`config.mk`:
```
export PLATFORM = sky130hd
export DESIGN_NAME = pcie_dll_rx_seq_ack_flat
export DESIGN_NICKNAME = d
export VERILOG_FILES = /design/src/rtl/pcie_dll_rx_seq_ack_if.sv /design/src/rtl/pcie_dll_rx_seq_ack.sv /design/src/flat_wrapper.sv
export SDC_FILE = /design/constraint.sdc
export NUM_CORES = 1
export LEC_CHECK = 0
export ABC_AREA = 1
export ABC_CLOCK_PERIOD_IN_PS = 3400
export CAP_MARGIN = 25
export CORE_AREA = 5 5 217 219
export DETAILED_ROUTE_END_ITERATION = 12
export DIE_AREA = 0 0 222 224
export PLACE_DENSITY_LB_ADDON = 0.1
export SYNTH_ARGS = -nofsm -noshare
export SYNTH_HDL_FRONTEND = slang
export SYNTH_SLANG_ARGS = --single-unit
```
`constraint.sdc`:
```
create_clock -name clk -period 3.4 [get_ports clk]
set_input_delay 0.34 -clock clk [delete_from_list [all_inputs] [get_ports clk]]
set_output_delay 0.34 -clock clk [all_outputs]
set_load 0.05 [all_outputs]
```
`src/rtl/pcie_dll_rx_seq_ack_if.sv`:
```
// Bundles the DLL receive TLP input, the forwarded TL TLP output and the
// ACK/NAK DLLP handshake towards the TX arbiter into one port.
interface pcie_dll_rx_seq_ack_if;
    logic         dll_tlp_valid;
    logic [267:0] dll_tlp_data;
    logic         dll_tlp_lcrc_err;
    logic         tl_tlp_valid;
    logic [223:0] tl_tlp_data;
    logic         dllp_valid;
    logic [47:0]  dllp_data;
    logic         dllp_ready;

    modport slave (
        input  dll_tlp_valid,
        input  dll_tlp_data,
        input  dll_tlp_lcrc_err,
        input  dllp_ready,
        output tl_tlp_valid,
        output tl_tlp_data,
        output dllp_valid,
        output dllp_data
    );

    modport master (
        output dll_tlp_valid,
        output dll_tlp_data,
        output dll_tlp_lcrc_err,
        output dllp_ready,
        input  tl_tlp_valid,
        input  tl_tlp_data,
        input  dllp_valid,
        input  dllp_data
    );
endinterface

```
`src/rtl/pcie_dll_rx_seq_ack.sv`:
```
// DLL receive stage: checks TLP sequence numbers, forwards in-order TLPs to
// the Transaction Layer and schedules/issues ACK and NAK DLLPs.
module pcie_dll_rx_seq_ack #(
    parameter int ACK_LATENCY = 64,
    parameter int ACK_TIMER_W = 8
) (
    input  logic                  clk,
    input  logic                  rst_n,
    pcie_dll_rx_seq_ack_if.slave  bus,
    output logic [11:0]           next_rcv_seq,
    output logic                  nak_scheduled
);

    typedef enum logic {
        IDLE,
        SEND
    } state_t;

    localparam logic [ACK_TIMER_W-1:0] TIMER_LAST = ACK_TIMER_W'(ACK_LATENCY - 1);

    state_t                 state;
    state_t                 state_next;
    logic [11:0]            seq;
    logic [11:0]            seq_gap;
    logic                   tlp_good;
    logic                   in_order;
    logic                   duplicate;
    logic                   tlp_bad;
    logic                   new_nak;
    logic                   nak_req;
    logic                   ack_req;
    logic                   ack_pending;
    logic [ACK_TIMER_W-1:0] timer;
    logic                   timer_fire;
    logic                   load_nak;
    logic                   load_ack;
    logic                   clear_ack;
    logic [31:0]            dllp_body;
    logic [47:0]            dllp_word;
    logic                   unused_lcrc;

    function automatic logic [15:0] dllp_crc(input logic [31:0] d);
        logic [15:0] c;
        c = 16'hFFFF;
        for (int i = 31; i >= 0; i--) begin
            if (c[15] ^ d[i]) begin
                c = {c[14:0], 1'b0} ^ 16'h100B;
            end else begin
                c = {c[14:0], 1'b0};
            end
        end
        return ~c;
    endfunction

    // The LCRC itself was already checked upstream; only its error flag matters here.
    assign unused_lcrc = ^bus.dll_tlp_data[31:0];

    // Duplicates lie up to 2048 behind NEXT_RCV_SEQ; anything else ahead is a lost TLP.
    assign seq        = bus.dll_tlp_data[267:256];
    assign seq_gap    = next_rcv_seq - seq;
    assign tlp_good   = bus.dll_tlp_valid && !bus.dll_tlp_lcrc_err;
    assign in_order   = tlp_good && (seq == next_rcv_seq);
    assign duplicate  = tlp_good && (seq_gap != 12'd0) && (seq_gap <= 12'd2048);
    assign tlp_bad    = bus.dll_tlp_valid && !in_order && !duplicate;
    assign new_nak    = tlp_bad && !nak_scheduled;
    assign timer_fire = ack_pending && (state == IDLE) && (timer == TIMER_LAST);

    assign dllp_body  = {(load_nak ? 8'h10 : 8'h00), 12'h000, next_rcv_seq - 12'd1};
    assign dllp_word  = {dllp_crc(dllp_body), dllp_body};
    assign clear_ack  = load_nak || timer_fire;

    assign bus.dllp_valid = (state == SEND);

    always_ff @(posedge clk or negedge rst_n) begin
        if (!rst_n) begin
            state <= IDLE;
        end else begin
            state <= state_next;
        end
    end

    // Requests raised in the same cycle go straight out when idle; NAK wins.
    always_comb begin
        state_next = state;
        load_nak   = 1'b0;
        load_ack   = 1'b0;
        case (state)
            IDLE: begin
                if (nak_req || new_nak) begin
                    load_nak   = 1'b1;
                    state_next = SEND;
                end else if (ack_req || duplicate || timer_fire) begin
                    load_ack   = 1'b1;
                    state_next = SEND;
                end
            end
            SEND: begin
                if (bus.dllp_ready) begin
                    state_next = IDLE;
                end
            end
            default: state_next = IDLE;
        endcase
    end

    always_ff @(posedge clk or negedge rst_n) begin
        if (!rst_n) begin
            next_rcv_seq  <= 12'd0;
            nak_scheduled <= 1'b0;
        end else if (in_order) begin
            next_rcv_seq  <= next_rcv_seq + 12'd1;
            nak_scheduled <= 1'b0;
        end else if (tlp_bad) begin
            nak_scheduled <= 1'b1;
        end
    end

    // Requests arriving while a DLLP is in flight wait here for the return to IDLE.
    always_ff @(posedge clk or negedge rst_n) begin
        if (!rst_n) begin
            nak_req <= 1'b0;
            ack_req <= 1'b0;
        end else if (load_nak || load_ack) begin
            nak_req <= 1'b0;
            ack_req <= 1'b0;
        end else if (state == SEND) begin
            nak_req <= nak_req || new_nak;
            ack_req <= ack_req || duplicate;
        end
    end

    always_ff @(posedge clk or negedge rst_n) begin
        if (!rst_n) begin
            ack_pending <= 1'b0;
            timer       <= '0;
        end else begin
            if (clear_ack) begin
                ack_pending <= 1'b0;
                timer       <= '0;
            end else if (ack_pending && (state == IDLE)) begin
                timer <= timer + 1'b1;
            end
            if (in_order) begin
                ack_pending <= 1'b1;
            end
        end
    end

    always_ff @(posedge clk or negedge rst_n) begin
        if (!rst_n) begin
            bus.tl_tlp_valid <= 1'b0;
            bus.tl_tlp_data  <= '0;
            bus.dllp_data    <= '0;
        end else begin
            bus.tl_tlp_valid <= in_order;
            if (in_order) begin
                bus.tl_tlp_data <= bus.dll_tlp_data[255:32];
            end
            if (load_nak || load_ack) begin
                bus.dllp_data <= dllp_word;
            end
        end
    end

endmodule

```
`src/flat_wrapper.sv`:
```
// flat-port wrapper written by rule: the top's interface ports become plain ports
module pcie_dll_rx_seq_ack_flat 
#(
    parameter int ACK_LATENCY = 64,
    parameter int ACK_TIMER_W = 8
)
  (clk, rst_n, next_rcv_seq, nak_scheduled, bus_dll_tlp_valid, bus_dll_tlp_data, bus_dll_tlp_lcrc_err, bus_dllp_ready, bus_tl_tlp_valid, bus_tl_tlp_data, bus_dllp_valid, bus_dllp_data);
  pcie_dll_rx_seq_ack_if bus_i ();
  input  logic clk;
  input  logic rst_n;
  output logic [11:0] next_rcv_seq;
  output logic nak_scheduled;
  input wire logic [$bits(bus_i.dll_tlp_valid)-1:0] bus_dll_tlp_valid;
  input wire logic [$bits(bus_i.dll_tlp_data)-1:0] bus_dll_tlp_data;
  input wire logic [$bits(bus_i.dll_tlp_lcrc_err)-1:0] bus_dll_tlp_lcrc_err;
  input wire logic [$bits(bus_i.dllp_ready)-1:0] bus_dllp_ready;
  output wire logic [$bits(bus_i.tl_tlp_valid)-1:0] bus_tl_tlp_valid;
  output wire logic [$bits(bus_i.tl_tlp_data)-1:0] bus_tl_tlp_data;
  output wire logic [$bits(bus_i.dllp_valid)-1:0] bus_dllp_valid;
  output wire logic [$bits(bus_i.dllp_data)-1:0] bus_dllp_data;
  assign bus_i.dll_tlp_valid = bus_dll_tlp_valid;
  assign bus_i.dll_tlp_data = bus_dll_tlp_data;
  assign bus_i.dll_tlp_lcrc_err = bus_dll_tlp_lcrc_err;
  assign bus_i.dllp_ready = bus_dllp_ready;
  assign bus_tl_tlp_valid = bus_i.tl_tlp_valid;
  assign bus_tl_tlp_data = bus_i.tl_tlp_data;
  assign bus_dllp_valid = bus_i.dllp_valid;
  assign bus_dllp_data = bus_i.dllp_data;
  pcie_dll_rx_seq_ack #(.ACK_LATENCY(ACK_LATENCY), .ACK_TIMER_W(ACK_TIMER_W)) u_core (.clk(clk), .rst_n(rst_n), .bus(bus_i), .next_rcv_seq(next_rcv_seq), .nak_scheduled(nak_scheduled));
endmodule
```
* Word-level counts from Yosys, hierarchy flattened *
Cells that the tools add are included.

word-level totals
  register bits after elaboration = 286
  bits of input ports = 273
  logic and storage cells = 143

cells by class
  reductions and logical operators = 23
  mux-type cells = 51
  bitwise operators = 52
  add/subtract/negate cells = 4
  equal/unequal tests = 2
  order comparisons = 1

operators by type and width
  kind                                                 number
  two-way mux 13 bit                                   32
  NOT 4 bit                                            31
  two-way mux 8 bit                                    2
  NOT 16 bit                                           1
  XOR 1 bit                                            16
  two-way mux 1 bit                                    15
  adder 12 x 1 -> 12 bit, second input constant        1
  equality test 12 bit                                 1
  <= comparator 12 bit, second input constant          1
  nonzero test 12 bit                                  1
  subtractor 12 x 1 -> 12 bit, second input constant   1
  subtractor 12 bit                                    1
  logical AND 1 bit                                    9
  adder 8 x 1 -> 8 bit, second input constant          1
  equality test 8 x 6 -> 1 bit, second input constant  1
  nonzero test 2 bit                                   4
  logical OR 1 bit                                     5
  two-way mux 5 bit                                    1
  zero test 1 bit                                      4
  one-hot mux 1 bit (2 select lines)                   1
  XOR 1 bit, both inputs constant                      2
  NOT 1 bit                                            1
  XOR 1 bit, first input constant                      1

* Logic depth before layout (Yosys ltp) *
  depth after elaboration = 70
  gate-level depth with buffers = 27
  depth with buffers taken out = 26

* Worst setup path after synthesis *
Ideal clock, no wire load.

  path type = reg2reg
  start point = register u_core.next_rcv_seq[0]
  end point = register u_core.bus.dllp_data[0]
  buffers on the path = 1
  required time = 3.250 ns
  period minus slack after synthesis = 2.970 ns
  path slack = 0.430 ns
  setup time = 0.150 ns
  stages on the path, launching flop included = 24
  data arrival time = 2.821 ns
  path through = dfrtp_1 -> inv_1 -> ha_1 -> inv_1 -> nand2_1 -> nand2_1 -> nand2_1 -> nand2_1 -> nand2_1 -> nand2_1 -> nand2_1 -> nand2_1 -> nand2_1 -> nor2_1 -> nand2_1 -> nand2_1 -> nand3_2 -> nand3_2 -> nand2_4 -> nand2_4 -> o21ai_2 -> inv_2 -> clkbuf_1 -> o21ai_0

between the ends
  elaborated cells between the ends (all ways) = 22

RTL lines
  element                      line                          RTL
  start: declaration           pcie_dll_rx_seq_ack.sv:10     output logic [11:0] next_rcv_seq,
  start signal: assignment     pcie_dll_rx_seq_ack.sv:111    next_rcv_seq <= next_rcv_seq + 12'd1;
  subtractor 12 x 1 -> 12 bit  pcie_dll_rx_seq_ack.sv:68     assign dllp_body = {(load_nak ? 8'h10 : 8'h00), 12'h000, next_rcv_seq - 12'd1};
  net u_core.dllp_body[0]      pcie_dll_rx_seq_ack.sv:38     logic [31:0] dllp_body;
  end signal: assignment       pcie_dll_rx_seq_ack.sv:160    bus.dllp_data <= dllp_word;
  end: declaration             pcie_dll_rx_seq_ack_if.sv:21  output dllp_data

The timed path passes the listed nets, and every way through them passes these cells.
A chain may end at the register's enable or synchronous reset.

* Final worst setup path *
  start point = register u_core.next_rcv_seq[1]
  end point = register u_core.bus.dllp_data[33]

between the ends
  longest elaborated chain between the ends = 40
  elaborated cells between the ends (all ways) = 78

RTL lines
  element
  branches (longest 40 deep; another with subtractor 12 bit)

Several ways; the timed one is not identified.

==> reports/qor.yml <==
status:
  outcome: "completed"
setup_path:
  cp_cell_sequence: "ha_1, nand2_1, nand2_1, nand2_1, nand3_2, nand2_1, nand2_1, nand2_1, nand2_1, nor2_1, nand2_1, nand2_1, nand3_2, nand3_2, nand2_4, nand2_4, o21ai_2, buf_4, nand2_1, nand2_1, nand2_1, o21ai_1"
  critPathMaxStageDelay_ns: 0.45
  cp.required_ns: 3.81
  critPathLaunch: "u_core.next_rcv_seq[1]"
  end_kind: "flip-flop"
  endpoint: "u_core.bus.dllp_data[33]"
  critPathKind: "reg -> reg"
  crit_arrival_ns: 3.44
  path_common_cell: "nand2_1"
  r2r_end: "u_core.bus.dllp_data[33]"
  ff2ff_path_depth: 22
  slowest_stage: "dfrtp_1"
  crit_path_start_kind: "flip-flop"
  reg2reg_from: "u_core.next_rcv_seq[1]"
  crit_fanout: 14
  r2r_slack_ns: 0.36
synthesis:
  synth_xor_area_share_pct: 3.58
  synth_fa_ha_area_share_pct: 1.43
  synth_top_family_by_area: "simple AND/OR/NAND/NOR gates"
  synth_cell_types: 42
  synth_flop_cell: "dfrtp_1"
  synth_edf_count: 0
  ys_ff_latch: 279
  synthSimpleGateAreaFrac_pct: 30.1
  synthMuxAreaShare_pct: 0.163
  synth-seq-area-share_pct: 56.8
  synthesis.area_um2: 12300
  synth_compound_area_share_pct: 2.21
  synthArstFlopShare_pct: 100
  syn-mean-instance-area_um2: 8.26
  netlist_instances: 1486
  yosysWarningCount: 0
drt:
  routed_wirelength_mm: 46.3
  num_vias: 11065
  avgRoutedWirePerCell_um: 17.6
  drc: 0
  drt_pass1_iterations: 8
  ant_nets: 0
  vias_per_cell: 4.20
  drtIter0Drc: 647
timing:
  slew_headroom_pct: 38.4
  fin_crit_ns: 3.04
  slew_viol_final: 0
  fmax_mhz: 329
  fin_worst_skew_ns: 0.0184
  setup_viol: 0
  hold_viol_final: 0
  fin_crit_sh_pct: 89.3
  tightest_slew_ns: 0.925
  layout_setup_ws_ns: 0.364
  rsz0062_at_grt: "no"
global_route:
  grt_pass1_vias: 11237
  grt_max_degree: 123
  grt_remaining_overflow: 0
  antenna_found_initial: 5
  track_usage_pct: 17.9
  grt_first_pass_wirelength_mm: 69.4
power:
  vdd_drop_max_v: 0.000327
  power.total_mw: 8.64
  leakagePower_nw: 9.83
  power_density_nw_per_um2: 447
floorplan:
  fp.dieH_um: 224
  start_util_pct: 27.4
  die_w_um: 222
  core_um2: 44900
  pin_count: 560
  die_area_um2: 49700
  num_rows: 78
run:
  drv_cap: 0
clock_tree:
  insertion_delay_ns: 0.54
  ctsRootBufferMaster: "clkbuf_16"
  cts_tree: "built"
  path_clk_slew_ns: 0.06
  clockBufferDepth: 3
  cts_buffers: 35
  cts_setup_buffers: 0
  h-tree-depth: 2
  cts_hold_buf: 1
  clock-sinks: 279
  post_cts_resized: 0
finish:
  final_cells: 2634
  syn2layout_area_growth_pct: 57.3
  final_nets: 2293
  layout-drive-gt1-share_pct: 5.80
  finalCoreUtilization_pct: 43.0
hold_path:
  hold_path_class: "in -> reg"
place:
  hpwl_mm: 34.6
  dp_cells: 2568
  place_ws_ns: -0.0431
  port_buffers: 508
  place_congestion: 0.816
metal layers:
metal / vias up / routed length [µm] / track usage (%)
met5: - / 47 / 0
met4: 6 / 1380 / 6.16
met3: 73 / 3790 / 6.72
met2: 325 / 23000 / 30.7
met1: 5138 / 18100 / 20.8
li1: 5523 / - / -
registers in the layout, indices dropped and copies added, names as in the netlist:
signal,cells
u_core.ack_pending,1
u_core.timer,8
u_core.nak_scheduled,1
u_core.next_rcv_seq,12
u_core.nak_req,1
u_core.bus.tl_tlp_valid,1
u_core.bus.dllp_data,29
u_core.ack_req,1
u_core.bus.tl_tlp_data,224
u_core.bus.dllp_valid,1
report_power, final:
group	internal [mW]	switching [mW]
clock	2.21	1.51
combinational	0.556	0.806
sequential	3.47	0.0960
total	6.23	2.41
Yosys cell counts (2+ instances only):
cell type / instances / area, µm²
buf_4: 20 / 150
dfrtp_1: 279 / 6980
inv_1: 80 / 300
xor2_2: 7 / 114
nand4_1: 7 / 43.8
nor4_1: 2 / 12.5
inv_2: 4 / 15.0
o211ai_1: 2 / 15.0
o21ai_0: 19 / 95.1
nand2_1: 831 / 3120
ha_1: 14 / 175
nor2_2: 2 / 12.5
a21oi_1: 12 / 60.1
nand3b_1: 3 / 22.5
mux2i_1: 2 / 20.0
a31oi_1: 2 / 12.5
clkbuf_1: 50 / 188
nor3_1: 7 / 35.0
o22ai_1: 2 / 12.5
nor2_1: 34 / 128
xor2_1: 29 / 254
xnor2_1: 5 / 43.8
nand2_4: 3 / 33.8
buf_2: 4 / 20.0
nand3_1: 42 / 210
nand3_2: 3 / 30.0
o21bai_1: 2 / 15.0
o21ai_2: 2 / 17.5
o21ai_1: 4 / 20.0
worst min path at each step:
| stage | to | from | depth (start not counted) |
|---|---|---|---|
| floorplan | u_core.ack_pending | rst_n | 0 |
| global placement | u_core.next_rcv_seq[9] | rst_n | 1 |
| detailed placement | u_core.next_rcv_seq[9] | rst_n | 1 |
| CTS | u_core.bus.tl_tlp_data[44] | bus_dll_tlp_data[76] | 3 |
| global route | u_core.bus.tl_tlp_data[171] | bus_dll_tlp_data[203] | 3 |
| finish | u_core.bus.tl_tlp_data[67] | bus_dll_tlp_data[99] | 3 |
layout by cell type (no fill, tap or decap), types with 3 or more instances in the layout:
| master | count |
|---|---|
| inv_6 | 3 |
| clkdlybuf4s50_1 | 507 |
| nand3_2 | 3 |
| clkinv_2 | 6 |
| xor2_1 | 29 |
| buf_12 | 7 |
| clkbuf_8 | 8 |
| clkbuf_16 | 36 |
| inv_1 | 80 |
| nor3_1 | 7 |
| nand2_4 | 4 |
| nor2_1 | 34 |
| a21oi_1 | 12 |
| nand3b_1 | 3 |
| buf_4 | 26 |
| nand4_1 | 7 |
| nand2_1 | 830 |
| xor2_2 | 7 |
| dfrtp_1 | 279 |
| ha_1 | 14 |
| xnor2_1 | 5 |
| inv_2 | 3 |
| o21ai_1 | 4 |
| clkbuf_1 | 8 |
| conb_1 | 19 |
| nand3_1 | 42 |
| o21ai_0 | 19 |
critical path: cells and delay by family (launching register included):
kind,cells,cell delay (ns)
AOI/OAI and AO/OA,2,0.16
adders and majority gates,1,0.32
and+or+nand+nor,18,1.76
DFF,1,0.45
buffers and inverters,1,0.19
per-stage QoR:
step	TNS (ns)	cell area, µm²	hold WS, ns
after floorplan	0	12300	0.0444
after global placement	-0.216	18200	0.407
after detailed placement	-0.302	18200	0.429
after CTS	0	19300	0.292
after global routing	0	19300	0.314
final	0	19300	0.326
final cells by class:
type                       instances  area (µm²)
antenna                            1        2.50
clock buffer                      52        1040
clock inverter                    12         109
fill                            4490       25600
inverter                          85         324
multi-input combinational       1063        4680
sequential                       279        6980
tap                              600         751
timing repair buffer             542        5440
logic make-up after synthesis:
logic type                 Yosys count
other                                1
buffers and inverters              162
xor gates and xnor gates            42
muxes                                2
DFF                                279
and+or+nand+nor                    938
adders and majority gates           14
AOI/OAI and AO/OA                   48
Note: power is estimated with default switching activity, not from simulation.
